$ cat src/rtl/muldiv_pkg.sv
// muldiv_pkg: opcode encodings, FSM states and latched-operand bundle for the HI/LO unit.
// Latency: n/a (declarations only).
// Backpressure: n/a.
package muldiv_pkg;

  localparam logic [3:0] MD_NOP   = 4'd0;
  localparam logic [3:0] MD_MULT  = 4'd1;
  localparam logic [3:0] MD_MULTU = 4'd2;
  localparam logic [3:0] MD_DIV   = 4'd3;
  localparam logic [3:0] MD_DIVU  = 4'd4;
  localparam logic [3:0] MD_MTHI  = 4'd5;
  localparam logic [3:0] MD_MTLO  = 4'd6;
  localparam logic [3:0] MD_MADD  = 4'd7;
  localparam logic [3:0] MD_MADDU = 4'd8;
  localparam logic [3:0] MD_MSUB  = 4'd9;
  localparam logic [3:0] MD_MSUBU = 4'd10;

  localparam int DIV_ITER = 32;

  typedef enum logic [1:0] {
    ST_IDLE = 2'd0,
    ST_MUL  = 2'd1,
    ST_DIV  = 2'd2,
    ST_FIX  = 2'd3
  } md_state_t;

  // Raw operands captured at accept, plus whether the op is signed.
  typedef struct packed {
    logic [31:0] a;
    logic [31:0] b;
    logic        sgn;
  } md_opnd_t;

endpackage

$ cat src/rtl/div_core.sv
// div_core: iterative unsigned restoring divider working on operand magnitudes.
// Latency: start loads at one edge, then one quotient bit per edge for DIV_ITER edges; last flags the final one.
// Backpressure: none; abort stops iterating immediately, start is ignored while abort is high.
module div_core
  import muldiv_pkg::*;
(
  input  logic        clk,
  input  logic        rst,
  input  logic        start,
  input  logic        abort,
  input  logic [31:0] dividend,
  input  logic [31:0] divisor,
  output logic [31:0] quotient,
  output logic [31:0] remainder,
  output logic        last
);

  logic [31:0] quo;
  logic [31:0] rem;
  logic [31:0] dvs;
  logic [5:0]  cnt;
  logic [32:0] rem_shift;
  logic [32:0] diff;

  // One restoring step: shift the next dividend bit in and trial-subtract; bit 32 of diff is the borrow.
  always_comb begin
    rem_shift = {rem, quo[31]};
    diff      = rem_shift - {1'b0, dvs};
  end

  // Iteration state: quotient bits shift into quo as dividend bits shift out of it.
  always_ff @(posedge clk or posedge rst) begin
    if (rst) begin
      quo <= '0;
      rem <= '0;
      dvs <= '0;
      cnt <= '0;
    end else if (abort) begin
      cnt <= '0;
    end else if (start) begin
      quo <= dividend;
      rem <= '0;
      dvs <= divisor;
      cnt <= 6'(DIV_ITER);
    end else if (cnt != 6'd0) begin
      if (!diff[32]) begin
        rem <= diff[31:0];
        quo <= {quo[30:0], 1'b1};
      end else begin
        rem <= rem_shift[31:0];
        quo <= {quo[30:0], 1'b0};
      end
      cnt <= cnt - 6'd1;
    end
  end

  assign last      = (cnt == 6'd1);
  assign quotient  = quo;
  assign remainder = rem;

endmodule

$ cat src/rtl/muldiv_unit.sv
// muldiv_unit: MULT/MULTU/DIV/DIVU/MTHI/MTLO owning HI/LO; MADD/MADDU/MSUB/MSUBU when MULDIV_MADD_EN is defined.
// Latency: MUL_LAT cycles for multiplies, 33 for divides (32 iterations + sign fix); MTHI/MTLO write at the next edge.
// Backpressure: busy is high while an op is in flight and new ops are ignored; cancel aborts and discards the result.
module muldiv_unit
  import muldiv_pkg::*;
#(
  parameter int MUL_LAT = 2
) (
  input  logic        clk,
  input  logic        rst,
  input  logic        op_valid,
  input  logic [3:0]  op,
  input  logic [31:0] src_a,
  input  logic [31:0] src_b,
  input  logic        cancel,
  output logic [31:0] hi,
  output logic [31:0] lo,
  output logic        busy,
  output logic        done
);

  md_state_t   state, state_nxt;
  md_opnd_t    opnd;
  logic [1:0]  mul_cnt;
  logic        accept, is_mul, is_div, is_mthi, is_mtlo, op_sgn;
  logic        wr_res, div_start, div_last;
  logic [31:0] div_a_mag, div_b_mag, quo_mag, rem_mag;
  logic [63:0] mul_a_ext, mul_b_ext, product, res;
`ifdef MULDIV_MADD_EN
  logic        is_acc, is_sub, acc_q, sub_q;
`endif

  // Opcode decode; unknown or disabled opcodes decode to nothing.
  always_comb begin
    is_mul  = 1'b0;
    is_div  = 1'b0;
    is_mthi = 1'b0;
    is_mtlo = 1'b0;
    op_sgn  = 1'b0;
`ifdef MULDIV_MADD_EN
    is_acc  = 1'b0;
    is_sub  = 1'b0;
`endif
    case (op)
      MD_MULT:  begin is_mul = 1'b1; op_sgn = 1'b1; end
      MD_MULTU: is_mul = 1'b1;
      MD_DIV:   begin is_div = 1'b1; op_sgn = 1'b1; end
      MD_DIVU:  is_div = 1'b1;
      MD_MTHI:  is_mthi = 1'b1;
      MD_MTLO:  is_mtlo = 1'b1;
`ifdef MULDIV_MADD_EN
      MD_MADD:  begin is_mul = 1'b1; op_sgn = 1'b1; is_acc = 1'b1; end
      MD_MADDU: begin is_mul = 1'b1; is_acc = 1'b1; end
      MD_MSUB:  begin is_mul = 1'b1; op_sgn = 1'b1; is_acc = 1'b1; is_sub = 1'b1; end
      MD_MSUBU: begin is_mul = 1'b1; is_acc = 1'b1; is_sub = 1'b1; end
`endif
      default: ;
    endcase
  end

  assign accept    = op_valid && (state == ST_IDLE) && !cancel;
  assign div_a_mag = (op_sgn && src_a[31]) ? -src_a : src_a;
  assign div_b_mag = (op_sgn && src_b[31]) ? -src_b : src_b;

  div_core u_div_core (
    .clk       (clk),
    .rst       (rst),
    .start     (div_start),
    .abort     (cancel),
    .dividend  (div_a_mag),
    .divisor   (div_b_mag),
    .quotient  (quo_mag),
    .remainder (rem_mag),
    .last      (div_last)
  );

  // Next state and result-write strobe; cancel beats every transition, including completion.
  always_comb begin
    state_nxt = state;
    wr_res    = 1'b0;
    div_start = 1'b0;
    case (state)
      ST_IDLE: begin
        if (accept && is_mul) begin
          state_nxt = ST_MUL;
        end else if (accept && is_div) begin
          state_nxt = ST_DIV;
          div_start = 1'b1;
        end
      end
      ST_MUL: begin
        if (cancel) begin
          state_nxt = ST_IDLE;
        end else if (mul_cnt == 2'd0) begin
          wr_res    = 1'b1;
          state_nxt = ST_IDLE;
        end
      end
      ST_DIV: begin
        if (cancel)        state_nxt = ST_IDLE;
        else if (div_last) state_nxt = ST_FIX;
      end
      ST_FIX: begin
        state_nxt = ST_IDLE;
        wr_res    = !cancel;
      end
      default: state_nxt = ST_IDLE;
    endcase
  end

  // State register plus registered busy/done so both are glitch-free for the hazard controller.
  always_ff @(posedge clk or posedge rst) begin
    if (rst) begin
      state <= ST_IDLE;
      busy  <= 1'b0;
      done  <= 1'b0;
    end else begin
      state <= state_nxt;
      busy  <= (state_nxt != ST_IDLE);
      done  <= wr_res;
    end
  end

  // Operand capture at accept and multiply latency countdown.
  always_ff @(posedge clk or posedge rst) begin
    if (rst) begin
      opnd    <= '0;
      mul_cnt <= '0;
`ifdef MULDIV_MADD_EN
      acc_q   <= 1'b0;
      sub_q   <= 1'b0;
`endif
    end else if (accept && (is_mul || is_div)) begin
      opnd    <= '{a: src_a, b: src_b, sgn: op_sgn};
      mul_cnt <= 2'(MUL_LAT - 1);
`ifdef MULDIV_MADD_EN
      acc_q   <= is_acc;
      sub_q   <= is_sub;
`endif
    end else if (state == ST_MUL && mul_cnt != 2'd0) begin
      mul_cnt <= mul_cnt - 2'd1;
    end
  end

  // Result select: product (optionally accumulated into the live HI/LO) or sign-fixed divide result.
  always_comb begin
    mul_a_ext = {{32{opnd.sgn & opnd.a[31]}}, opnd.a};
    mul_b_ext = {{32{opnd.sgn & opnd.b[31]}}, opnd.b};
    product   = mul_a_ext * mul_b_ext;
    res       = product;
`ifdef MULDIV_MADD_EN
    if (acc_q) res = sub_q ? ({hi, lo} - product) : ({hi, lo} + product);
`endif
    if (state == ST_FIX) begin
      if (opnd.b == '0) begin
        res = {opnd.a, 32'hFFFF_FFFF};
      end else begin
        res = {(opnd.sgn && opnd.a[31]) ? -rem_mag : rem_mag,
               (opnd.sgn && (opnd.a[31] ^ opnd.b[31])) ? -quo_mag : quo_mag};
      end
    end
  end

  // Architectural HI/LO: written by a completing op or directly by MTHI/MTLO.
  always_ff @(posedge clk or posedge rst) begin
    if (rst) begin
      hi <= '0;
      lo <= '0;
    end else if (wr_res) begin
      {hi, lo} <= res;
    end else begin
      if (accept && is_mthi) hi <= src_a;
      if (accept && is_mtlo) lo <= src_a;
    end
  end

endmodule

$ cat config.mk
export PLATFORM = sky130hd
export DESIGN_NAME = muldiv_unit
export DESIGN_NICKNAME = d
export VERILOG_FILES = /design/src/rtl/muldiv_pkg.sv /design/src/rtl/div_core.sv /design/src/rtl/muldiv_unit.sv
export SDC_FILE = /design/constraint.sdc
export NUM_CORES = 2
export LEC_CHECK = 0
export BUFFER_PORTS_ARGS = -buffer_cell sky130_fd_sc_hd__buf_2
export CORE_ASPECT_RATIO = 0.6
export CORE_MARGIN = 2
export CORE_UTILIZATION = 60
export DETAILED_ROUTE_END_ITERATION = 16
export PLACE_DENSITY = 0.82
export SETUP_SLACK_MARGIN = 0.4
export SYNTH_ARGS = -nofsm -noshare
export SYNTH_HDL_FRONTEND = slang
export SYNTH_SLANG_ARGS = --single-unit
$ cat constraint.sdc
create_clock -name clk -period 12.3 [get_ports clk]
set_clock_uncertainty 0.1 [all_clocks]
set_input_delay 1.845 -clock clk [delete_from_list [all_inputs] [get_ports clk]]
set_output_delay 1.845 -clock clk [all_outputs]
set_load 0.01 [all_outputs]
==> results_dict.tcl <==
set metrics [dict create \
    crit_path_frequent_cell "sky130_fd_sc_hd__fa_1" \
    die_w_um 387 \
    netlist_instances 5893 \
    worst_endpoint_required_time_ps 12650 \
    crit_buf_inv 8 \
    top_level_ports 138 \
    ys_dominant_reg_cell "sky130_fd_sc_hd__dfrtp_1" \
    timing.critical_path.max_delay_family "adder cells" \
    core_area_um2 87400 \
    max-cap-violations 0 \
    vias 41900 \
    pin_count_of_the_biggest_net_entering_global_routing 175 \
    ys_warn_count 0 \
    worst-slew-pin-transition_ps 1250 \
    clockRootBuffer "sky130_fd_sc_hd__clkbuf_16" \
    relSlewSlack_pct 16.5 \
    crit_fanout 20 \
    slowest_stage "sky130_fd_sc_hd__fa_1" \
    mappedNetlistNets 7343 \
    setup_viol_count_final 0 \
    cts_inserted_buffers 22 \
    place_congestion 1.03 \
    timing.final.hold_violations 0 \
    effective_utilization_at_floorplan_pct 60.5 \
    syn-cell-area_um2 52900 \
    detail_route.vias_per_cell 6.03 \
    post-route-min-period_ps 9120 \
    drtPass1Iterations 9 \
    first_global_vias 43400 \
    io_buffer_count 137 \
    cts-root-to-sink-buffers 3 \
    grt.overflow.total 0 \
    drt-wirelength-per-cell_um 22.9 \
    nets 7220 \
    global_route.usage.total_pct 36.2 \
    cts_tree "built" \
    synth-async-reset-ratio_pct 100 \
    count_of_flip_flops_with_a_built_in_enable_after_synthesis 0 \
    synth_largest_area_cell "sky130_fd_sc_hd__fa_1" \
    mostFrequentLayoutCells "1,191 x sky130_fd_sc_hd__inv_1, 1,126 x sky130_fd_sc_hd__fa_1, 897 x sky130_fd_sc_hd__nand2_1, 363 x sky130_fd_sc_hd__and2_1, 252 x sky130_fd_sc_hd__ha_1" \
    area_growth_syn_to_layout_pct 4.19 \
    cts.sink_count 237 \
    drc_errors_left 0 \
    postCtsHoldBufs 0 \
    final_antenna_net_count 0 \
    syn_avg_cell_area_um2 8.98 \
    grt_antenna_before_repair 9 \
    netlist.area_leader.share_pct 42.6 \
    floorplan.die.height_um 234 \
    detailed_place_hpwl_um 122000 \
    die_area_um2 90600 \
    cts_setup_buffers 0 \
    timing.final.max_slew_violations 0 \
    row_count 84 \
    timing.critical_path.to_type "register" \
    status "completed" \
    worst_hold_path_class "register to register" \
    crit_path_start_kind "register" \
    path_class "register to register" \
    setup_repair_after_global_routing_missed_its_margin "no" \
    synth-seq-cells 237 \
    worst_hold_slack_ps 385 \
    most_frequent_standard_cell_in_the_layout_excluding_fill_and_tap_cells "sky130_fd_sc_hd__inv_1" \
    synth.area.top_cells "sky130_fd_sc_hd__fa_1 43%, sky130_fd_sc_hd__dfrtp_1 11%, sky130_fd_sc_hd__inv_1 8.5%" \
    setup-tns-final_ps 0 \
    cts-htree-levels 1 \
    path_clk_slew_ps 90 \
    cts.repair.resized 0 \
    synth.lib_cells_used.distinct 74 \
    clock.fmax_ghz 0.110 \
    grt_first_pass_wirelength_um 252000 \
    detailedRoute.firstIterationViolations 5107 \
    post-route-period-util_pct 74.1 \
    clk-insertion-delay-late_ps 580 \
    seq_area_frac_synth_pct 11.2 \
    cp_data_arrival_time_ps 9470 \
    slowest_delay_ps 820 \
    drt_wl_total_um 159000 \
    drive_gt1_share_pct 6.29 \
]
[final timing paths]
kind | start | endpoint | slack, ps | depth (start not counted)
min in group asynchronous | rst | lo[8]$_DFFE_PP0P_ | 1200 | 2
worst max-delay path | opnd[0]$_DFFE_PP0P_ | hi[31]$_DFFE_PP0P_ | 3180 | 27
worst max register to register | opnd[0]$_DFFE_PP0P_ | hi[31]$_DFFE_PP0P_ | 3180 | 27
max in group asynchronous | rst | u_div_core.dvs[27]$_DFFE_PP0P_ | 9430 | 3
worst min-delay path | u_div_core.dvs[21]$_DFFE_PP0P_ | u_div_core.dvs[21]$_DFFE_PP0P_ | 380 | 2
worst min register to register | u_div_core.dvs[21]$_DFFE_PP0P_ | u_div_core.dvs[21]$_DFFE_PP0P_ | 380 | 2
[final cells by class]
type / count / area (µm²)
clock buffers: 32 / 649
multi-input cells: 4091 / 41100
inverters: 1193 / 4490
flip-flops and latches: 237 / 5930
well taps: 1161 / 1450
diodes: 5 / 12.5
repair buffers: 225 / 1360
clock inverters: 8 / 101
fillers: 7034 / 32300
[Yosys cell counts (10+ instances only)]
| cell | count |
|---|---|
| sky130_fd_sc_hd__o22ai_1 | 15 |
| sky130_fd_sc_hd__o221ai_1 | 13 |
| sky130_fd_sc_hd__a22oi_1 | 10 |
| sky130_fd_sc_hd__a221o_1 | 12 |
| sky130_fd_sc_hd__nor4_1 | 24 |
| sky130_fd_sc_hd__nand4_1 | 12 |
| sky130_fd_sc_hd__nand2b_1 | 11 |
| sky130_fd_sc_hd__xor2_1 | 79 |
| sky130_fd_sc_hd__o21bai_1 | 12 |
| sky130_fd_sc_hd__buf_1 | 13 |
| sky130_fd_sc_hd__or2_2 | 14 |
| sky130_fd_sc_hd__inv_1 | 1192 |
| sky130_fd_sc_hd__a211oi_1 | 23 |
| sky130_fd_sc_hd__o31ai_1 | 16 |
| sky130_fd_sc_hd__clkbuf_1 | 352 |
| sky130_fd_sc_hd__nor2b_1 | 10 |
| sky130_fd_sc_hd__o21ai_0 | 134 |
| sky130_fd_sc_hd__a21o_1 | 47 |
| sky130_fd_sc_hd__a21oi_1 | 188 |
| sky130_fd_sc_hd__xnor2_1 | 143 |
| sky130_fd_sc_hd__nand2_1 | 898 |
| sky130_fd_sc_hd__ha_1 | 252 |
| sky130_fd_sc_hd__dfrtp_1 | 237 |
| sky130_fd_sc_hd__o211ai_1 | 17 |
| sky130_fd_sc_hd__nor3_1 | 40 |
| sky130_fd_sc_hd__nand3_1 | 37 |
| sky130_fd_sc_hd__mux2i_1 | 66 |
| sky130_fd_sc_hd__a221oi_1 | 23 |
| sky130_fd_sc_hd__and3_1 | 29 |
| sky130_fd_sc_hd__a31oi_1 | 23 |
| sky130_fd_sc_hd__and2_1 | 364 |
| sky130_fd_sc_hd__or3_1 | 21 |
| sky130_fd_sc_hd__mux2_2 | 68 |
| sky130_fd_sc_hd__fa_1 | 1126 |
| sky130_fd_sc_hd__o21ai_1 | 80 |
| sky130_fd_sc_hd__o21a_1 | 11 |
| sky130_fd_sc_hd__o311ai_1 | 12 |
| sky130_fd_sc_hd__nor2_1 | 175 |
[sequential cells by signal, indices dropped and copies added (netlist names), 6 cells and up]
register	count
u_div_core.cnt	6
lo	32
mul_a_ext	32
u_div_core.remainder	32
mul_b_ext	32
u_div_core.dvs	32
hi	32
u_div_core.quotient	32
[metal layers]
| metal | up-vias | share of wire [%] | wire [µm] | global-route usage (%) |
|---|---|---|---|---|
| met5 | - | 0.13 | 208 | 0.935 |
| met4 | 14 | 3.5 | 5510 | 10.4 |
| met3 | 380 | 15 | 23400 | 12.6 |
| met2 | 2851 | 41 | 65900 | 51.7 |
| met1 | 21100 | 40 | 64000 | 52.3 |
| li1 | 17600 | - | - | - |
[worst register-to-register path, cell delays in order, from the launching register on]
cell                        delay [ps]
sky130_fd_sc_hd__dfrtp_1           340
sky130_fd_sc_hd__and2_1            180
sky130_fd_sc_hd__buf_4             350
sky130_fd_sc_hd__nand2_1           190
sky130_fd_sc_hd__inv_1             110
sky130_fd_sc_hd__fa_1              390
sky130_fd_sc_hd__inv_1             240
sky130_fd_sc_hd__fa_1              510
sky130_fd_sc_hd__inv_1             220
sky130_fd_sc_hd__fa_1              500
sky130_fd_sc_hd__fa_1              820
sky130_fd_sc_hd__inv_1             330
sky130_fd_sc_hd__fa_1              560
sky130_fd_sc_hd__inv_1              50
sky130_fd_sc_hd__fa_1              520
sky130_fd_sc_hd__inv_1              50
sky130_fd_sc_hd__fa_1              440
sky130_fd_sc_hd__fa_1              490
sky130_fd_sc_hd__inv_1              50
sky130_fd_sc_hd__ha_1              370
sky130_fd_sc_hd__a21o_1            210
sky130_fd_sc_hd__a2111o_1          360
sky130_fd_sc_hd__a2111oi_0         290
sky130_fd_sc_hd__a21oi_1           270
sky130_fd_sc_hd__a21o_1            230
sky130_fd_sc_hd__a21oi_1           330
sky130_fd_sc_hd__nor3_1            120
sky130_fd_sc_hd__nor4_1            340
[cell families after synthesis]
kind of cell,Yosys count,share of synthesized area (%)
compound gates,690,8.14
xor+xnor,222,3.68
fa+ha+maj,1378,48.6
buf+inv,1565,11.1
flops,237,11.2
mux,134,2.70
simple gates,1667,14.6
[through the flow]
step	std cells	setup WS, ps	area (µm²)	utilization, %
floorplan	5893	3830	52900	-
global placement	6907	3420	54400	62.2
detailed placement	6907	3290	54400	62.2
CTS	6947	3260	55100	63.0
global route	6948	2820	55100	63.0
finish	6952	3180	55100	63.0
Power is left out: the tool's default activity adds up to more than one toggle a clock period on the data nets, which glitch-free logic cannot reach.
